--- src/rtl/can_fault_confinement.sv ---
// CAN fault confinement: maintains the transmit and receive error counters,
// derives the node error state (active / passive / bus-off) from them, and
// runs the bus-off recovery sequence of 128 runs of 11 recessive bits.
module can_fault_confinement #(
    parameter int unsigned WARNING_LIMIT = 96,
    parameter int unsigned REC_RELOAD    = 120
) (
    input  logic       clock,
    input  logic       reset,
    input  logic       enable,
    input  logic       sample_point,
    input  logic       rx_bit,
    input  logic       transmitting,
    input  logic       bit_error,
    input  logic       stuff_error,
    input  logic       crc_error,
    input  logic       form_error,
    input  logic       ack_error,
    input  logic       tx_success,
    input  logic       rx_success,
    output logic [8:0] tec,
    output logic [7:0] rec,
    output logic [1:0] error_state,
    output logic       is_passive_error_flag,
    output logic       bus_off,
    output logic       error_warning
);

    typedef enum logic [1:0] {
        ST_ACTIVE  = 2'b00,
        ST_PASSIVE = 2'b01,
        ST_BUS_OFF = 2'b10
    } state_t;

    localparam logic [8:0] WARN_TEC     = 9'(WARNING_LIMIT);
    localparam logic [7:0] WARN_REC     = 8'(WARNING_LIMIT);
    localparam logic [7:0] REC_RELOAD_V = 8'(REC_RELOAD);
    localparam logic [3:0] RUN_LAST     = 4'd10;   // 11th recessive bit completes a run
    localparam logic [7:0] OCC_DONE     = 8'd128;

    state_t     state_q;
    state_t     state_d;
    logic       sample_q;
    logic [3:0] run_q;
    logic [3:0] run_d;
    logic [7:0] occ_q;
    logic [7:0] occ_d;
    logic [8:0] tec_d;
    logic [7:0] rec_d;
    logic       any_error;
    logic       ack_only;
    logic       error_event;

    assign any_error   = bit_error | stuff_error | crc_error | form_error | ack_error;
    assign ack_only    = ack_error & ~(bit_error | stuff_error | crc_error | form_error);
    // Flags belong to the bit sampled on the previous cycle, hence sample_q.
    assign error_event = enable & sample_q & any_error & (state_q != ST_BUS_OFF);
    assign error_state = state_q;

    // Next-state computation for counters, recovery counters and error state.
    // NOTE: every variable gets a default first so no latch is inferred.
    always_comb begin
        tec_d   = tec;
        rec_d   = rec;
        run_d   = run_q;
        occ_d   = occ_q;
        state_d = state_q;

        if (state_q == ST_BUS_OFF) begin
            // Errors and success strobes are ignored; only recovery progresses.
            if (enable && sample_point) begin
                if (!rx_bit) begin
                    run_d = 4'd0;               // dominant bit drops the partial run only
                end else if (run_q == RUN_LAST) begin
                    run_d = 4'd0;
                    occ_d = occ_q + 8'd1;
                end else begin
                    run_d = run_q + 4'd1;
                end
            end
            if (occ_d == OCC_DONE) begin
                tec_d = 9'd0;
                rec_d = 8'd0;
                run_d = 4'd0;
                occ_d = 8'd0;
            end
        end else if (enable) begin
            if (error_event) begin
                // An error in the same cycle as a success strobe wins outright.
                if (transmitting) begin
                    if (!(ack_only && state_q == ST_PASSIVE)) begin
                        tec_d = tec + 9'd8;
                    end
                end else if (rec != 8'hFF) begin
                    rec_d = rec + 8'd1;
                end
            end else begin
                if (tx_success && tec != 9'd0) begin
                    tec_d = tec - 9'd1;
                end
                if (rx_success) begin
                    if (rec > 8'd127) begin
                        rec_d = REC_RELOAD_V;
                    end else if (rec != 8'd0) begin
                        rec_d = rec - 8'd1;
                    end
                end
            end
            if (tec_d > 9'd255) begin
                tec_d = 9'd256;                 // clamp on bus-off entry
            end
        end

        // State always follows the counter values that will be registered.
        if (tec_d > 9'd255) begin
            state_d = ST_BUS_OFF;
        end else if (tec_d > 9'd127 || rec_d > 8'd127) begin
            state_d = ST_PASSIVE;
        end else begin
            state_d = ST_ACTIVE;
        end
    end

    // Register counters, state and all outputs; reset overrides enable.
    // NOTE: sequential state uses non-blocking assignments only.
    always_ff @(posedge clock) begin
        if (reset) begin
            sample_q              <= 1'b0;
            tec                   <= 9'd0;
            rec                   <= 8'd0;
            run_q                 <= 4'd0;
            occ_q                 <= 8'd0;
            state_q               <= ST_ACTIVE;
            is_passive_error_flag <= 1'b0;
            bus_off               <= 1'b0;
            error_warning         <= 1'b0;
        end else if (enable) begin
            sample_q              <= sample_point;
            tec                   <= tec_d;
            rec                   <= rec_d;
            run_q                 <= run_d;
            occ_q                 <= occ_d;
            state_q               <= state_d;
            is_passive_error_flag <= (state_d == ST_PASSIVE);
            bus_off               <= (state_d == ST_BUS_OFF);
            error_warning         <= (tec_d >= WARN_TEC) || (rec_d >= WARN_REC);
        end
    end

endmodule

--- config.mk ---
export PLATFORM = sky130hd
export DESIGN_NAME = can_fault_confinement
export DESIGN_NICKNAME = d
export VERILOG_FILES = /design/src/rtl/can_fault_confinement.sv
export SDC_FILE = /design/constraint.sdc
export NUM_CORES = 1
export LEC_CHECK = 0
export CAP_MARGIN = 20
export CORE_ASPECT_RATIO = 0.9
export CORE_MARGIN = 2
export CORE_UTILIZATION = 56
export DETAILED_ROUTE_END_ITERATION = 12
export GPL_TIMING_DRIVEN = 1
export PLACE_DENSITY = 0.89
export REMOVE_ABC_BUFFERS = 1
export SLEW_MARGIN = 20
export SYNTH_ARGS = -nofsm -noshare
export SYNTH_HDL_FRONTEND = slang
export SYNTH_SLANG_ARGS = --single-unit
--- constraint.sdc ---
create_clock -name clock -period 3.6 [get_ports clock]
set_input_delay 0.54 -clock clock [delete_from_list [all_inputs] [get_ports clock]]
set_output_delay 0.54 -clock clock [all_outputs]
set_load 0.01 [all_outputs]
==> qor.yml <==
global_route:
  grt_overflow: 0
  grt_pass1_wl_um: 11400
  grt_max_degree: 20
  grt_pass1_vias: 2506
  grt.total_usage: 0.284
  antenna_found_initial: 0
synthesis:
  synth_common_cells: "nor2_1 (39), dfxtp_1 (34), nand2_1 (33), a21oi_1 (32), o21ai_0 (22)"
  synth-async-reset-ratio: 0
  syn_avg_cell_area_um2: 7.39
  synthCells: 352
  synth_top_area_cell: "dfxtp_1"
  synthFlopType: "dfxtp_1"
  yosysMostFrequentCell: "nor2_1"
  synth_top_area_frac: 0.262
  synth-seq-area-share: 0.262
  yosysWarningCount: 0
  ys_seq_elements: 34
  synth_area_leaders: "dfxtp_1 (26%), a21oi_1 (6.2%), nor2_1 (5.6%)"
  syn_area_um2: 2600
  yosys.cell_types.count: 61
  synth_edf_count: 0
power_and_ir_drop:
  p_int_uw: 760
  ir_drop_uv: 295
  leakagePower_nw: 1.18
  p_sw_uw: 437
  pwr-share-clk: 0.260
  p_seq_frac: 0.386
  power_frac_comb: 0.354
  sw_frac_of_total: 0.365
  power_density_nw_per_um2: 387
clock_network:
  cts-resized-gates: 0
  cts_buffer_depth: 2
  tritoncts: "yes"
  path_clk_slew_ps: 80
  cts-htree-levels: 2
  clock-sinks: 34
  ctsHoldBuffers: 0
  cts-root-buf: "clkbuf_8"
  cts_buffers: 5
  insertion_delay_ps: 300
  cts_setup_buffers: 0
sta:
  setup_viol: 0
  finalMaxSlewViolations: 0
  fin_tns_setup_ps: 0
  skew_ps: 9.22
  holdWs_ps: 460
  rsz0062_at_grt: "false"
  fmax_mhz: 326
  maxSlewHeadroom: 0.493
  post-route-period-util: 0.852
  worst_pin_slew_ps: 741
  finalHoldViolCount: 0
  min_period_ps: 3070
layout:
  drive_above_1_share: 0.0833
  fin_nets: 406
  instances_no_fill: 446
  n_antenna_cell: 0
  design_area_um2: 3090
  fill_cells: 368
  utilization: 0.693
  syn2layout_area_growth_pct: 18.8
drt:
  vias: 2818
  wl_per_cell_um: 15.7
  dr.pass1.iters: 6
  drc: 0
  vias_per_cell: 6.32
  drt-initial-drc-count: 475
  drt_wl_total_um: 7010
  ant_nets: 0
setup_path:
  critPathBufInv: 1
  cp-end-kind: "flop"
  critPathMaxStageDelay_ps: 660
  crit_arrival_ps: 3250
  crit_type: "primary input to flop"
  path_cells: "clkdlybuf4s50_1 -> or4_4 -> o211a_1 -> nand4_1 -> a21oi_1 -> a2111oi_0 -> o21ai_0 -> o31a_1"
  cp_data_required_time_ps: 3790
  crit_slowest_cell: "a2111oi_0"
  worstPathMaxFanout: 8
  startpoint_type: "primary input"
  crit_family: "compound AO/OA/AOI/OAI gates"
floorplanning:
  io_pins: 35
  rows: 23
  core-area_um2: 4460
  start_util: 0.583
  die-area_um2: 5210
  fp.dieW_um: 75.9
  die_height_um: 68.7
place:
  routabilityCongestion: 0.897
  dp.cells: 438
  portBuffers: 34
  dp_hpwl_um: 4960
  dpl-instance-area_um2: 3000
flow_run:
  timing.max_cap.violations: 0
outcome:
  status: "finished clean"
worst_hold_path:
  min_path_type: "flop to flop"
power groups by stage:
stage	logic [mW]	clock network, mW	registers (mW)
2_1_floorplan	0.246	0	0.467
4_1_cts	0.416	0.313	0.459
3_5_place_dp	0.412	0	0.467
3_3_place_gp	0.395	0	0.466
6_report	0.423	0.311	0.462
5_1_grt	0.461	0.327	0.467
cell type report:
type,instances,area (µm²),area share
clock buffers,6,82.6,0.0267
clock inverters,2,12.5,0.00405
inverters,13,48.8,0.0158
multi-input cells,285,1780,0.574
flip-flops and latches,34,681,0.220
well taps,62,77.6,0.0251
repair buffers,44,415,0.134
through the flow:
step	setup slack, ps	total power [mW]
after CTS	586	1.19
final	534	1.20
after global placement	400	0.860
after global routing	379	1.26
after detailed placement	299	0.879
after floorplan	783	0.713
per-layer routing:
metal	track usage	share of wire	vias to the layer above	routed length (µm)
li1	-	-	1340	-
met2	0.452	0.46	142	3200
met4	0.105	0.020	0	138
met5	0	0	-	0
met1	0.375	0.43	1315	3030
met3	0.0640	0.092	21	643
kinds of logic (layout without fill, tap and decap cells):
family / Yosys count / in the layout / share of synthesized area
AND/OR/NAND/NOR: 159 / 159 / 0.325
AO/OA/AOI/OAI: 100 / 100 / 0.253
flip-flops: 34 / 34 / 0.262
buffers and inverters: 33 / 65 / 0.0562
XOR/XNOR: 12 / 12 / 0.0404
adder cells (fa/ha/maj): 10 / 10 / 0.0481
multiplexers: 4 / 4 / 0.0159
final timing paths:
kind | end | depth (start not counted) | slack, ps | start
worst max-delay path | error_warning | 8 | 530 | stuff_error
worst min-delay path | bus_off | 1 | 460 | bus_off
worst max register to register | run_q[2] | 10 | 690 | run_q[0]
worst min register to register | bus_off | 1 | 460 | bus_off
state kept, by name (all words and copies together) (netlist names):
| register | count |
|---|---|
| rec | 8 |
| error_warning | 1 |
| run_q | 4 |
| occ_q | 8 |
| bus_off | 1 |
| error_state | 2 |
| sample_q | 1 |
| tec | 9 |
worst reg2reg max path, cell delays in order (launching register included):
cell and delay (ps):
dfxtp_1 370, inv_1 70, ha_1 250, and3b_1 230, a2111oi_0 380, a41oi_1 140, a2111oi_4 420, buf_4 220
o21ai_0 200, or3_1 410, a21oi_1 130
layout by cell type (no fill, tap or decap), types with 3 or more instances in the layout:
cell type	netlist	routed
ha_1	10	10
nand2_1	33	33
and2_1	7	7
or3_1	7	7
nor2_1	39	39
dfxtp_1	34	34
nand4_1	6	6
and3_1	5	5
o21ai_0	22	22
nand3_1	11	11
nand2b_1	8	8
nor3_1	19	19
mux2i_1	3	3
a21oi_1	32	32
xnor2_1	5	5
a2111oi_0	3	3
clkbuf_8	0	6
a211oi_1	4	4
o21a_1	3	3
xor2_1	7	7
nor3b_1	3	3
inv_1	13	13
buf_4	1	10
clkdlybuf4s50_1	0	34
o31ai_1	5	5
a31oi_1	4	4
(Power assumes the default switching activity.)
